[src/rtl/cla_pkg.sv]
// Shared constants, default stage record and reference group-add math for the pipelined CLA.
package cla_pkg;

  localparam int unsigned CLA_WIDTH = 16;
  localparam int unsigned CLA_BLOCK = 4;

  typedef struct packed {
    logic                 valid;
    logic [CLA_WIDTH-1:0] a_hi;
    logic [CLA_WIDTH-1:0] b_hi;
    logic [CLA_WIDTH-1:0] sum_lo;
    logic                 carry;
  } cla_stage_t;

  // Plain arithmetic reference for one group: returns {cout, sum}.
  function automatic logic [CLA_BLOCK:0] cla_group(input logic [CLA_BLOCK-1:0] a,
                                                   input logic [CLA_BLOCK-1:0] b,
                                                   input logic                 cin);
    return {1'b0, a} + {1'b0, b} + {{CLA_BLOCK{1'b0}}, cin};
  endfunction

endpackage

[src/rtl/cla_block.sv]
// Combinational carry-lookahead group: g/p, fully expanded lookahead carries, sum bits.
module cla_block
  import cla_pkg::*;
#(
  parameter int unsigned BLOCK = CLA_BLOCK
) (
  input  logic [BLOCK-1:0] i_a,
  input  logic [BLOCK-1:0] i_b,
  input  logic             i_cin,
  output logic [BLOCK-1:0] o_sum,
  output logic             o_cout,
  output logic             o_cmsb
);

  logic [BLOCK-1:0] w_g;
  logic [BLOCK-1:0] w_p;
  logic [BLOCK:0]   w_c;

  assign w_g = i_a & i_b;
  assign w_p = i_a ^ i_b;

  // c[i+1] = cin&p[0..i] | OR_j (g[j] & p[j+1..i]) -- no ripple through c[i]
  always_comb begin
    logic term;
    term   = 1'b0;
    w_c    = '0;
    w_c[0] = i_cin;
    for (int unsigned i = 0; i < BLOCK; i++) begin
      term = i_cin;
      for (int unsigned j = 0; j <= i; j++) term = term & w_p[j];
      w_c[i+1] = term;
      for (int unsigned j = 0; j <= i; j++) begin
        term = w_g[j];
        for (int unsigned m = j + 1; m <= i; m++) term = term & w_p[m];
        w_c[i+1] = w_c[i+1] | term;
      end
    end
  end

  assign o_sum  = w_p ^ w_c[BLOCK-1:0];
  assign o_cout = w_c[BLOCK];
  assign o_cmsb = w_c[BLOCK-1];

endmodule

[src/rtl/pipelined_cla_adder.sv]
// Pipelined CLA adder/subtractor: one BLOCK-bit group per stage, valid/ready on both sides.
module pipelined_cla_adder
  import cla_pkg::*;
#(
  parameter int unsigned WIDTH = CLA_WIDTH,
  parameter int unsigned BLOCK = CLA_BLOCK
) (
  input  logic             clk,
  input  logic             rst_n,
  input  logic             in_valid,
  output logic             in_ready,
  input  logic [WIDTH-1:0] in_a,
  input  logic [WIDTH-1:0] in_b,
  input  logic             in_cin,
  input  logic             in_sub,
  output logic             out_valid,
  input  logic             out_ready,
  output logic [WIDTH-1:0] out_sum,
  output logic             out_cout,
  output logic             out_ovf
);

  localparam int unsigned STAGES = WIDTH / BLOCK;

  if ((WIDTH % BLOCK) != 0 || WIDTH < BLOCK) begin : g_bad_cfg
    $error("pipelined_cla_adder: WIDTH must be a non-zero multiple of BLOCK");
  end

  typedef struct packed {
    logic             valid;
    logic [WIDTH-1:0] a_hi;
    logic [WIDTH-1:0] b_hi;
    logic [WIDTH-1:0] sum_lo;
    logic             carry;
  } stage_t;

  stage_t r_stg  [STAGES];
  stage_t w_nxt  [STAGES];
  logic   w_cmsb [STAGES];
  logic   r_ovf;
  logic   w_adv;

  assign w_adv    = ~r_stg[STAGES-1].valid | out_ready;
  assign in_ready = w_adv & rst_n;

  for (genvar k = 0; k < STAGES; k++) begin : g_stage
    stage_t           w_cur;
    logic [BLOCK-1:0] w_gsum;
    logic             w_gcout;
    logic [WIDTH-1:0] w_slo;

    if (k == 0) begin : g_head
      assign w_cur = {in_valid, in_a, (in_sub ? ~in_b : in_b), {WIDTH{1'b0}},
                      (in_sub ? ~in_cin : in_cin)};
    end else begin : g_body
      assign w_cur = r_stg[k-1];
    end

    cla_block #(.BLOCK(BLOCK)) u_blk (
      .i_a    (w_cur.a_hi[k*BLOCK +: BLOCK]),
      .i_b    (w_cur.b_hi[k*BLOCK +: BLOCK]),
      .i_cin  (w_cur.carry),
      .o_sum  (w_gsum),
      .o_cout (w_gcout),
      .o_cmsb (w_cmsb[k])
    );

    always_comb begin
      w_slo                    = w_cur.sum_lo;
      w_slo[k*BLOCK +: BLOCK]  = w_gsum;
    end

    assign w_nxt[k] = {w_cur.valid, w_cur.a_hi, w_cur.b_hi, w_slo, w_gcout};
  end

  // The last stage register doubles as the output register.
  always_ff @(posedge clk) begin
    if (!rst_n) begin
      for (int unsigned k = 0; k < STAGES; k++) r_stg[k] <= '0;
      r_ovf <= 1'b0;
    end else if (w_adv) begin
      for (int unsigned k = 0; k < STAGES; k++) r_stg[k] <= w_nxt[k];
      r_ovf <= w_cmsb[STAGES-1] ^ w_nxt[STAGES-1].carry;
    end
  end

  assign out_valid = r_stg[STAGES-1].valid;
  assign out_sum   = r_stg[STAGES-1].sum_lo;
  assign out_cout  = r_stg[STAGES-1].carry;
  assign out_ovf   = r_ovf;

endmodule

[config.mk]
export PLATFORM = sky130hd
export DESIGN_NAME = pipelined_cla_adder
export DESIGN_NICKNAME = d
export VERILOG_FILES = /design/src/rtl/cla_pkg.sv /design/src/rtl/cla_block.sv /design/src/rtl/pipelined_cla_adder.sv
export SDC_FILE = /design/constraint.sdc
export NUM_CORES = 1
export LEC_CHECK = 0
export ABC_AREA = 1
export CORE_UTILIZATION = 40
export CTS_CLUSTER_SIZE = 16
export DETAILED_ROUTE_END_ITERATION = 8
export GPL_ROUTABILITY_DRIVEN = 1
export SYNTH_ARGS = -nofsm -noshare
export SYNTH_HDL_FRONTEND = slang
export SYNTH_SLANG_ARGS = --single-unit
[constraint.sdc]
create_clock -name clk -period 9 [get_ports clk]
set_input_delay 1.8 -clock clk [delete_from_list [all_inputs] [get_ports clk]]
set_output_delay 1.8 -clock clk [all_outputs]
set_load 0.1 [all_outputs]
Word level (Yosys, flattened, before mapping) --
Memories as Yosys holds them, arrays and structs flattened. Index checks and enable logic that the tools add are counted.
Word-level totals: flip-flop bits (word level) 1, memory bits (writable) 200, input port bits 38, output and inout port bits 20, word-level logic and storage cells 114, memories kept 1
Operators by class: muxes and demuxes 10, bitwise logic cells 102
Memories:
- r_stg | words 4, width 50, read ports 4, clocked after memory_dff 0, wr ports 4, RTL line pipelined_cla_adder.sv:37 | stage_t r_stg [STAGES];
Operators by type and width (count):
- two-way mux 50 bit | 4
- bitwise OR 1 bit | 45
- bitwise AND 1 bit | 41
- bitwise XOR 4 bit | 8
- bitwise AND 4 bit | 4
- two-way mux 16 bit | 1
- NOT 16 bit | 1
- two-way mux 1 bit | 5
- NOT 1 bit | 2
- bitwise XOR 1 bit | 1

Longest topological paths before layout --
word-level depth 12, depth in mapped cells 12, depth with buffers taken out 11

By module --
Synthesis repeated with hierarchy kept, for this count alone.
Unflattened totals: cell total of the unflattened synthesis 424, area, all modules 4625.7 µm²
Modules (own cells, without submodules):
- pipelined_cla_adder | instances 1, cells an instance 320, area each 3880.0 µm², sequential area each 2902.8 µm²
- cla_block at g_stage[0].u_blk ... | instances 3, cells an instance 25, area each 182.7 µm², sequential area each 0.0 µm²
- cla_block at g_stage[3].u_blk | instances 1, cells an instance 29, area each 197.7 µm², sequential area each 0.0 µm²

Worst setup path before layout --
No wires, ideal clock.
path type input port to flip-flop, start point in out_ready, end point mem r_stg[0][0] in the netlist's numbering (enable), library setup time 0.458 ns, arrival time 4.035 ns, data required time 8.542 ns, path slack 4.507 ns, cell stages on the path 4, path buffers 0, cells stage by stage inv_1 nand2_1 inv_1 nand2_1
RTL lines:
- start, declared | RTL line pipelined_cla_adder.sv:17 | input logic out_ready,
- end, declared | RTL line pipelined_cla_adder.sv:37

Worst setup path after layout --
start point in rst_n, end point out in_ready
On the way: cells in the longest elaborated chain, start to end 1
RTL lines:
- start, declared | RTL line pipelined_cla_adder.sv:9 | input logic rst_n,
- bitwise AND 1 bit | RTL line pipelined_cla_adder.sv:44 | assign in_ready = w_adv & rst_n;
- end, declared | RTL line pipelined_cla_adder.sv:11 | output logic in_ready,
No other way between the ends.

==> flow_metrics.py <==
metrics = {
    "outcome": {
        "outcome": "finished clean",
    },
    "routing": {
        "drc": 0,
        "wl_per_cell_um": 10.5,
        "vias": 2497,
        "wirelength_um": 6070,
        "first_pass_iters": 4,
        "drtIter0Drc": 99,
        "vias_per_cell": 4.34,
        "antenna_left": 0,
    },
    "cells_and_area": {
        "fillers": 982,
        "nNetsFinal": 499,
        "area_growth_pct": 20.7,
        "instances_no_fill": 576,
        "num_antenna_cells": 0,
        "layout-drive-gt1-share": 0.0477,
    },
    "worst_hold_path": {
        "hp-class": "register to register",
        "hold_start": "out_ovf",
    },
    "logic_synthesis": {
        "ys_warn_count": 0,
        "synthMuxAreaShare": 0,
        "yosys-top-cells-area": "edfxtp_1 66%, nor2_1 7.9%, inv_1 7.0%, ha_1 5.7%, xnor2_1 3.2%",
        "synth_xor_area_frac": 0.0418,
        "synth_top_family_by_area": "simple AND/OR/NAND/NOR gates",
        "ys.flop_type": "edfxtp_1",
        "syn_inst": 379,
        "netlist_area_mm2": 0.00440,
        "synth-seq-area-share": 0.660,
        "synth.most_common_cell": "edfxtp_1",
        "synth-compound-area-share": 0.0168,
        "avgSynthCellArea_um2": 11.6,
        "synth_top_area_frac": 0.655,
        "synthSimpleGateAreaFrac": 0.118,
        "synth_seq_cells": 97,
        "synth-edff-count": 96,
        "synthTopCellsByCount": "96 x edfxtp_1, 93 x nor2_1, 82 x inv_1, 24 x nand2_1, 20 x ha_1",
        "yosysUniqueCellTypes": 21,
        "synth_area_leader_cell": "edfxtp_1",
        "syn-num-nets": 441,
        "synth_fa_ha_area_frac": 0.0751,
        "async_flop_share": 0,
    },
    "clock_network": {
        "cts.clk_slew.worst_paths_ps": 90,
        "cts_tree": "built",
        "post_cts_resized": 0,
        "cts.path.max_buffers": 2,
        "htree_levels": 3,
        "ctsHoldBuffers": 0,
        "root_buffer": "clkbuf_8",
        "cts_setup_buffers": 0,
        "clock_latency_ps": 350,
        "numCtsBuffers": 9,
        "cts_sinks": 97,
    },
    "sta": {
        "whs_ps": 486,
        "fin_crit_ps": 6350,
        "drv_slew": 0,
        "rsz0062_at_grt": "false",
        "tightest_slew_ps": 1180,
        "maxSlewHeadroom": 0.215,
        "setup_viol": 0,
        "finalCritPeriodShare": 0.705,
        "hold_viol": 0,
        "finalClockSkew_ps": 10.0,
        "max_freq_mhz": 158,
        "fin_setup_tns_ps": 0,
    },
    "critical_path": {
        "worstSetupPathDepth": 4,
        "reg2reg_from": "r_stg[3][49]",
        "arrival_ps": 4550,
        "rr_endpoint": "r_stg[0][31]",
        "slowest_delay_ps": 1190,
        "critPathRequiredTime_ps": 7200,
        "r2r_slack_ps": 7000,
        "worstSetupEndpoint": "in_ready",
        "reg2regPathDepth": 4,
        "critPathSlowestCell": "clkdlybuf4s50_1",
        "cp_top_family": "buffers and inverters",
        "path_max_fanout": 89,
        "critPathLaunchType": "input pin",
        "crit_top_cell": "clkdlybuf4s50_1",
        "critical_path_class": "input pin to output port",
        "cp-startpoint": "rst_n",
        "crit_buf_inv": 3,
        "path_cells": "clkdlybuf4s50_1, nand2_4, inv_2, clkdlybuf4s50_1",
        "end_kind": "output port",
    },
    "grt": {
        "grt.overflow.total": 0,
        "antenna_found_initial": 0,
        "grt_max_degree": 97,
        "grt_usage": 0.121,
        "first_global_vias": 2459,
        "grt_pass1_wl_um": 10700,
    },
    "place": {
        "placed_cells": 562,
        "dp_hpwl_um": 3770,
        "io_buffers": 57,
        "gp_congestion": 0.708,
    },
    "die": {
        "die_x_um": 107,
        "start_util": 0.419,
        "io_pins": 58,
        "dieHeight_um": 107,
        "rows": 37,
        "dieArea_mm2": 0.0114,
        "design.core.area_mm2": 0.0105,
    },
    "power_and_ir_drop": {
        "powerDensity_mw_per_mm2": 190,
        "irDropWorstVdd_uv": 91.6,
        "leakagePower_nw": 2.28,
        "total_power_mw": 1.01,
    },
    "flow_run": {
        "maxCapViolations": 0,
    },
}
==> worst min-delay path by stage <==
stage             endpoint  slack, ps  depth (start not counted)
3_5_place_dp       out_ovf        470                          2
6_report           out_ovf        490                          2
5_1_grt            out_ovf        510                          2
4_1_cts            out_ovf        480                          2
3_3_place_gp       out_ovf        470                          2
2_1_floorplan  r_stg[1][1]        520                          2
==> routing by layer <==
metal / global-route usage / wire length (um) / vias up
met5: 0 / 0 / -
met4: 0.0616 / 115 / 0
met3: 0.0261 / 195 / 9
met2: 0.214 / 3010 / 41
met1: 0.138 / 2750 / 1148
li1: - / - / 1299
==> layout by cell type (no fill, tap or decap) <==
cell type         n
clkdlybuf4s50_1  57
buf_4             1
nand2_1          23
nand2_4           2
nand3b_2          1
nand2_2           1
edfxtp_1         96
a21oi_2           1
ha_1             20
nand3_1           4
nand4_1           1
inv_2             1
clkbuf_8          9
fa_1              4
xor2_1            5
clkinv_4          1
bufinv_16         3
nand3b_1          4
a21oi_1           7
inv_1            82
dfxtp_1           1
xnor2_1          16
o21ai_0           6
nor2_1           93
clkinvlp_4        1
==> registers in the layout (all words and copies together) (netlist names) <==
register  flops
out_ovf       1
r_stg        96
==> kinds of logic after synthesis <==
logic type | count (synthesis)
compound gates | 14
xor+xnor | 21
fa+ha+maj | 24
buf+inv | 94
flops | 97
simple gates | 129
==> power by group <==
| group | total [mW] | leakage (nW) | switching, mW | internal (mW) |
|---|---|---|---|---|
| sequential | 0.545 | 1.15 | 0.0104 | 0.534 |
| combinational | 0.139 | 1.02 | 0.0886 | 0.0506 |
| clock | 0.327 | 0.111 | 0.145 | 0.182 |
==> area by class of cell <==
class | count | area, um^2 | area share
Inverter | 83 | 312 | 0.0586
Clock buffer | 9 | 124 | 0.0233
Timing Repair Buffer | 58 | 578 | 0.109
Tap cell | 136 | 170 | 0.0320
Multi-Input combinational cell | 188 | 1120 | 0.211
Clock inverter | 5 | 106 | 0.0200
Sequential cell | 97 | 2900 | 0.546
==> worst reg2reg max path: stages (launching register included) <==
cell	delay, ps
edfxtp_1	390
nand2_1	140
inv_1	100
nand2_4	60
buf_4	860
==> stage by stage <==
stage	setup WS, ps	area (um^2)	utilization
after global routing	2520	5310	0.506
after floorplan	4510	4400	-
final	2650	5310	0.506
after global placement	2660	5080	0.484
after detailed placement	2620	5080	0.484
after CTS	2610	5310	0.506
Note: power is estimated with default switching activity, not from simulation.
